[config.mk]
export PLATFORM = sky130hd
export DESIGN_NAME = tick_counter
export DESIGN_NICKNAME = d
export VERILOG_FILES = /design/src/rtl/tick_counter.sv
export SDC_FILE = /design/constraint.sdc
export NUM_CORES = 1
export LEC_CHECK = 0
export ABC_AREA = 1
export BUFFER_PORTS_ARGS = -buffer_cell sky130_fd_sc_hd__buf_4
export CAP_MARGIN = 20
export CORE_MARGIN = 3
export CORE_UTILIZATION = 38
export CTS_BUF_LIST = sky130_fd_sc_hd__clkbuf_4 sky130_fd_sc_hd__clkbuf_8 sky130_fd_sc_hd__clkbuf_16
export DETAILED_ROUTE_END_ITERATION = 6
export GPL_TIMING_DRIVEN = 0
export SLEW_MARGIN = 20
export SYNTH_ARGS = -nofsm -noshare
export SYNTH_HDL_FRONTEND = slang
export SYNTH_SLANG_ARGS = --single-unit
[constraint.sdc]
create_clock -name clk -period 3 [get_ports clk]
set_input_delay 0.6 -clock clk [delete_from_list [all_inputs] [get_ports clk]]
set_output_delay 0.6 -clock clk [all_outputs]
set_load 0.03 [all_outputs]
[src/rtl/tick_counter.sv]
// tick_counter: programmable prescaler feeding a modulo up/down counter.
// A registered tick advances q; wrap pulses on the wrapping advance.
module tick_counter #(
  parameter int DIV_W   = 28,
  parameter int CNT_W   = 8,
  parameter int DIV_RST = 50000000
) (
  input  logic             clk,
  input  logic             rst,
  input  logic             en,
  input  logic [DIV_W-1:0] div_val,
  input  logic             up,
  input  logic [CNT_W-1:0] max_val,
  input  logic             load,
  input  logic [CNT_W-1:0] load_val,
  output logic [CNT_W-1:0] q,
  output logic             tick,
  output logic             wrap,
  output logic             tc
);

  logic [DIV_W-1:0] pre_cnt;
  logic [CNT_W-1:0] load_clip;

  if (64'(DIV_RST) >= (64'd1 << DIV_W)) begin : g_div_rst_range
    $error("DIV_RST does not fit in DIV_W bits");
  end

  assign load_clip = (load_val > max_val) ? max_val : load_val;

  // Terminal count depends on direction, so it stays combinational.
  assign tc = (up && (q == max_val)) || (!up && (q == '0));

  // Prescaler: >= compare lets a lowered div_val tick immediately.
  always_ff @(posedge clk or posedge rst) begin
    if (rst) begin
      pre_cnt <= '0;
      tick    <= 1'b0;
    end else if (load) begin
      pre_cnt <= '0;
      tick    <= 1'b0;
    end else if (en) begin
      if (pre_cnt >= div_val) begin
        pre_cnt <= '0;
        tick    <= 1'b1;
      end else begin
        pre_cnt <= pre_cnt + DIV_W'(1);
        tick    <= 1'b0;
      end
    end
  end

  // Counter advances on the registered tick; wrap marks the wrap cycle.
  always_ff @(posedge clk or posedge rst) begin
    if (rst) begin
      q    <= '0;
      wrap <= 1'b0;
    end else if (load) begin
      q    <= load_clip;
      wrap <= 1'b0;
    end else if (en && tick) begin
      if (up) begin
        if (q >= max_val) begin
          q    <= '0;
          wrap <= 1'b1;
        end else begin
          q    <= q + CNT_W'(1);
          wrap <= 1'b0;
        end
      end else begin
        if (q == '0) begin
          q    <= max_val;
          wrap <= 1'b1;
        end else begin
          q    <= q - CNT_W'(1);
          wrap <= 1'b0;
        end
      end
    end else begin
      wrap <= 1'b0;
    end
  end

endmodule

* Word level (Yosys, flattened, before mapping)
Cells that the tools add are included.
W data, S select, Z words.
** Word-level totals
- Input port bits :: 49
- Register bits after elaboration :: 38
- Word-level logic and storage cells :: 36
- Output and inout bits :: 11
** Cells by class
- $lt $le $gt $ge :: 3
- Eq/ne operators :: 1
- Mux-type cells :: 17
- Reduce and logical (&&, ||, !) cells :: 8
- Add/sub/neg operators :: 3
** Operator list (number)
- $mux W28 :: 3
- $mux W8 :: 6
- $add A28 B1 Y28 const B :: 1
- $ge A28 B28 Y1 :: 1
- $add A8 B1 Y8 const B :: 1
- $eq A8 B8 Y1 :: 1
- $ge A8 B8 Y1 :: 1
- $gt A8 B8 Y1 :: 1
- $logic_not A8 Y1 :: 1
- $mux W1 :: 8
- $sub A8 B1 Y8 const B :: 1
- $reduce_bool A2 Y1 :: 2
- $logic_and A1 B1 Y1 :: 3
- $logic_not A1 Y1 :: 1
- $logic_or A1 B1 Y1 :: 1

* Longest topological paths before layout
- Depth in word-level cells :: 5
- Depth in mapped cells :: 15
- Mapped depth without buffers :: 15

* Worst setup path after synthesis
No wires, ideal clock.
- Path kind :: input to output
- Start point :: input max_val[7]
- End point :: output tc
- Arrival :: 1518 ps
- Buffers on the path :: 0
- Stages :: 7
- Path slack :: 882 ps
- Required time :: 2400 ps
- Path through :: inv_1 ha_1 nand2_1 nor2_1 and2_1 nand2_1 nand2_1
** On the way
- Word-level cells in the longest chain between the ends :: 3
** Ends and longest elaborated chain
- start, declared :: RTL line 13 : input logic [CNT_W-1:0] max_val,
- $eq A8 B8 Y1 :: RTL line 32 : assign tc = (up && (q == max_val)) || (!up && (q == '0));
- $logic_and A1 B1 Y1 :: RTL line 32
- $logic_or A1 B1 Y1 :: RTL line 32
- end, declared :: RTL line 19 : output logic tc
No other way between the ends.

* Worst setup path in the final report
- Start point :: register q[0]
- End point :: output tc
** On the way
- Word-level cells in the longest chain between the ends :: 3
- Elaborated cells on any way between the ends :: 5
- Those cells by class :: 1 x eq/ne; 4 x reduce/logical
** Ends and longest elaborated chain
- start, declared :: RTL line 16 : output logic [CNT_W-1:0] q,
- start signal, assigned :: RTL line 59 : q <= load_clip;
- start signal, assigned :: RTL line 67 : q <= q + CNT_W'(1);
- start signal, assigned :: RTL line 72 : q <= max_val;
- $eq A8 B8 Y1 / $logic_not A8 Y1 (equally long branches) :: RTL line 32
- $logic_and A1 B1 Y1 :: RTL line 32
- $logic_or A1 B1 Y1 (*) :: RTL line 32
Mark *: on every way between the ends. The rest lies on a longest branch, timed or not.

==> impl_results.md <==
- Fin crit period: 2.43 ns
- DRT iter0 DRCs: 156
- Fraction of registers with async set or reset after synthesis: 100%
- Initial antenna violation count: 0
- Clock latency at the later pin of the worst-skew pair: 0.29 ns
- Status: complete, no violations
- DP Worst Slack: 0.624 ns
- Final hold violations: 0
- Signal arrival time at the worst endpoint: 1.83 ns
- Post-synth top area share: 23.6%
- Final setup TNS: 0 ns
- Metal2 WL: 4530 um
- Cts repair resizes: 0
- # Post-CTS Setup Buffers: 0
- Clk slew on worst S/H paths: 0.08 ns
- WL final: 10,100 um
- Io pins: 60
- Hold Path Class: input port to async pin
- Pleak: 2.62 nW
- Antenna Nets Post-Route: 0
- CTS H-tree depth: 2
- # setup viols final: 0
- Gpl congestion: 0.855
- Relative slew margins: 67.1%
- Ys flop type: dfrtp_1
- Post-Synth Adder-Cell Area: 14.9%
- R2r setup slk: 0.90 ns
- Die H: 109 um
- Post-synth EDFFs: 0
- Initial Util: 40.1%
- Simple-gate area share of the yosys netlist: 36.8%
- Number of global-route vias before repair: 3,838
- Crit Path Max Fanout: 6
- Setup crit start: q[0]
- Reg2reg start: pre_cnt[15]
- Drt via density: 4.84
- Syn Nets: 720
- Mapped Avg Cell Area: 6.47 sq um
- Die area: 11,900 sq um
- Core Area: 10,000 sq um
- Dominant cell type by area after synthesis: dfrtp_1
- Sequential fraction of the synthesis area: 23.6%
- Top cells by area, synth: dfrtp_1 24%, nand2_1 17%, ha_1 15%
- Synth Instances: 623
- Yosys cell types: 31
- Row cnt: 36
- Fmax: 411 MHz
- Worst Skew: 0.00760 ns
- Area added between synthesis and finish: 18.4%
- Largest net degree at the start of global routing: 28
- PortBufs: 59
- Root Buffer Master: clkbuf_8
- CTS Buffer Depth: 2
- Synth cell count leaders: 187 x nand2_1, 116 x inv_1, 53 x nor2_1, 48 x ha_1, 48 x nand3_1
- First-pass GRT wire length: 17,500 um
- Total GRT Usage: 18.3%
- Max VDD drop: 0.177 mV
- Highest Signal Layer: met4
- Crit Path Class: flip-flop to primary output
- Met3 wire length: 422 um
- Crit end category: primary output
- RSZ-0062 raised after global routing: no
- Synth Area in Compound Gates: 7.89%
- Worst Setup Start Kind: flip-flop
- Die Width: 109 um
- Mux contribution to synthesized area: 0%
- First drt pass iteration count: 4
- Pwr dens: 325 nW/um^2
- Required time worst endpoint: 2.40 ns
- Yosys reg bits: 38
- TritonCTS clock tree: built
- Hold buffers post-CTS: 0
- Yosys warning total: 0
- Fin nets: 787
- Path depth of the worst reg2reg path: 11
- Final Util: 47.5%
- Detailed-route DRC error count: 0
- Combinational family with the most area after synthesis: simple AND/OR/NAND/NOR gates
- Grt ovf: 0
- Worst-Margin Slew: 0.494 ns
- Part of the cycle the worst path needs: 81.1%
- Share of cells above drive strength 1: 15.2%
- Post-DR wirelength/cell: 12.2 um
- Top-count cell post-synth: nand2_1
- Setup ws final: 0.566 ns
- Dpl hpwl: 8230 um
- Ant diodes: 0
- Vias: 3,982
- Slew Limit Fails: 0
- Num CTS Buffers: 5
- Clock sink total: 38
- DRT met1 WL: 5030 um
- Worst R2R End: pre_cnt[0]
- Total of max-cap violations: 0
- Synth Area in XOR/XNOR: 4.35%
- Cell Area, Synth: 4030 sq um
==> registers in the layout, summed over array words and instances, names as in the netlist <==
register,cells
q,8
pre_cnt,28
tick,1
wrap,1
==> kinds of logic after synthesis <==
kind of cell | after synthesis
adder cells (fa/ha/maj) | 48
XOR/XNOR | 20
buffers and inverters | 129
AO/OA/AOI/OAI | 58
flip-flops | 38
AND/OR/NAND/NOR | 330
==> cell usage in the layout (no fill, tap or decap) <==
master          instances
xnor2_1                 3
nor3_4                  1
inv_2                   5
nor3_2                  1
bufinv_16               1
dlymetal6s2s_1          1
xor2_1                 17
nand2_2                 7
nor2_1                 53
inv_1                 115
clkbuf_8                6
nor2_2                  5
nand3_4                 1
a21o_1                  1
clkinv_1                1
a21oi_1                20
buf_12                  1
clkbuf_1                2
o22ai_1                18
nand3_1                48
nand2_1               187
nand3_2                 3
o21a_1                  1
dfrtp_1                38
o21ai_0                10
ha_1                   48
o21ai_1                 8
nand4_1                 7
buf_2                   4
and2_1                  1
nor3_1                  6
nor2_4                  9
buf_4                  60
nand4_2                 1
==> per-layer routing <==
layer / vias to the layer above / global-route usage (%)
met5: - / 0
met1: 1804 / 26.5
met3: 6 / 1.78
met4: 0 / 3.79
li1: 2091 / -
met2: 81 / 29.6
==> power by group <==
group | internal (mW) | switching [mW]
Sequential | 0.541 | 0.0459
Clock | 0.266 | 0.187
Combinational | 0.202 | 0.307
==> area by class of cell <==
type | instances | area [sq um]
plain buffers | 8 | 47.5
multi-input cells | 456 | 2580
flip-flops and latches | 38 | 951
well taps | 133 | 166
fillers | 1040 | 5270
repair buffers | 60 | 463
clock buffers | 6 | 82.6
inverters | 121 | 454
clock inverters | 1 | 30.0
==> worst max-delay path, stage by stage, from the launching register on <==
cell and delay (ns):
dfrtp_1 0.42, inv_1 0.16, ha_1 0.30, nand2_1 0.04
nor2_1 0.16, and2_1 0.19, nand2_1 0.06, nand2_1 0.06
buf_4 0.16
==> per-stage QoR <==
stage / hold WS (ns) / power (mW) / instances / cell area (sq um)
after floorplan: 0.499 / 0.931 / 623 / 4030
after global placement: 0.539 / 1.09 / 815 / 4640
after detailed placement: 0.542 / 1.11 / 816 / 4660
after CTS: 0.251 / 1.56 / 823 / 4770
after global routing: 0.253 / 1.67 / 823 / 4770
final: 0.246 / 1.55 / 823 / 4770
==> how the worst max path moves through the flow <==
stage	slack (ns)	end	depth (start not counted)
2_1_floorplan	0.88	tc	7
3_3_place_gp	0.65	tc	9
3_5_place_dp	0.62	tc	9
4_1_cts	0.56	tc	8
5_1_grt	0.42	tc	7
6_report	0.57	tc	8
Power figures use the tool's default switching activity.
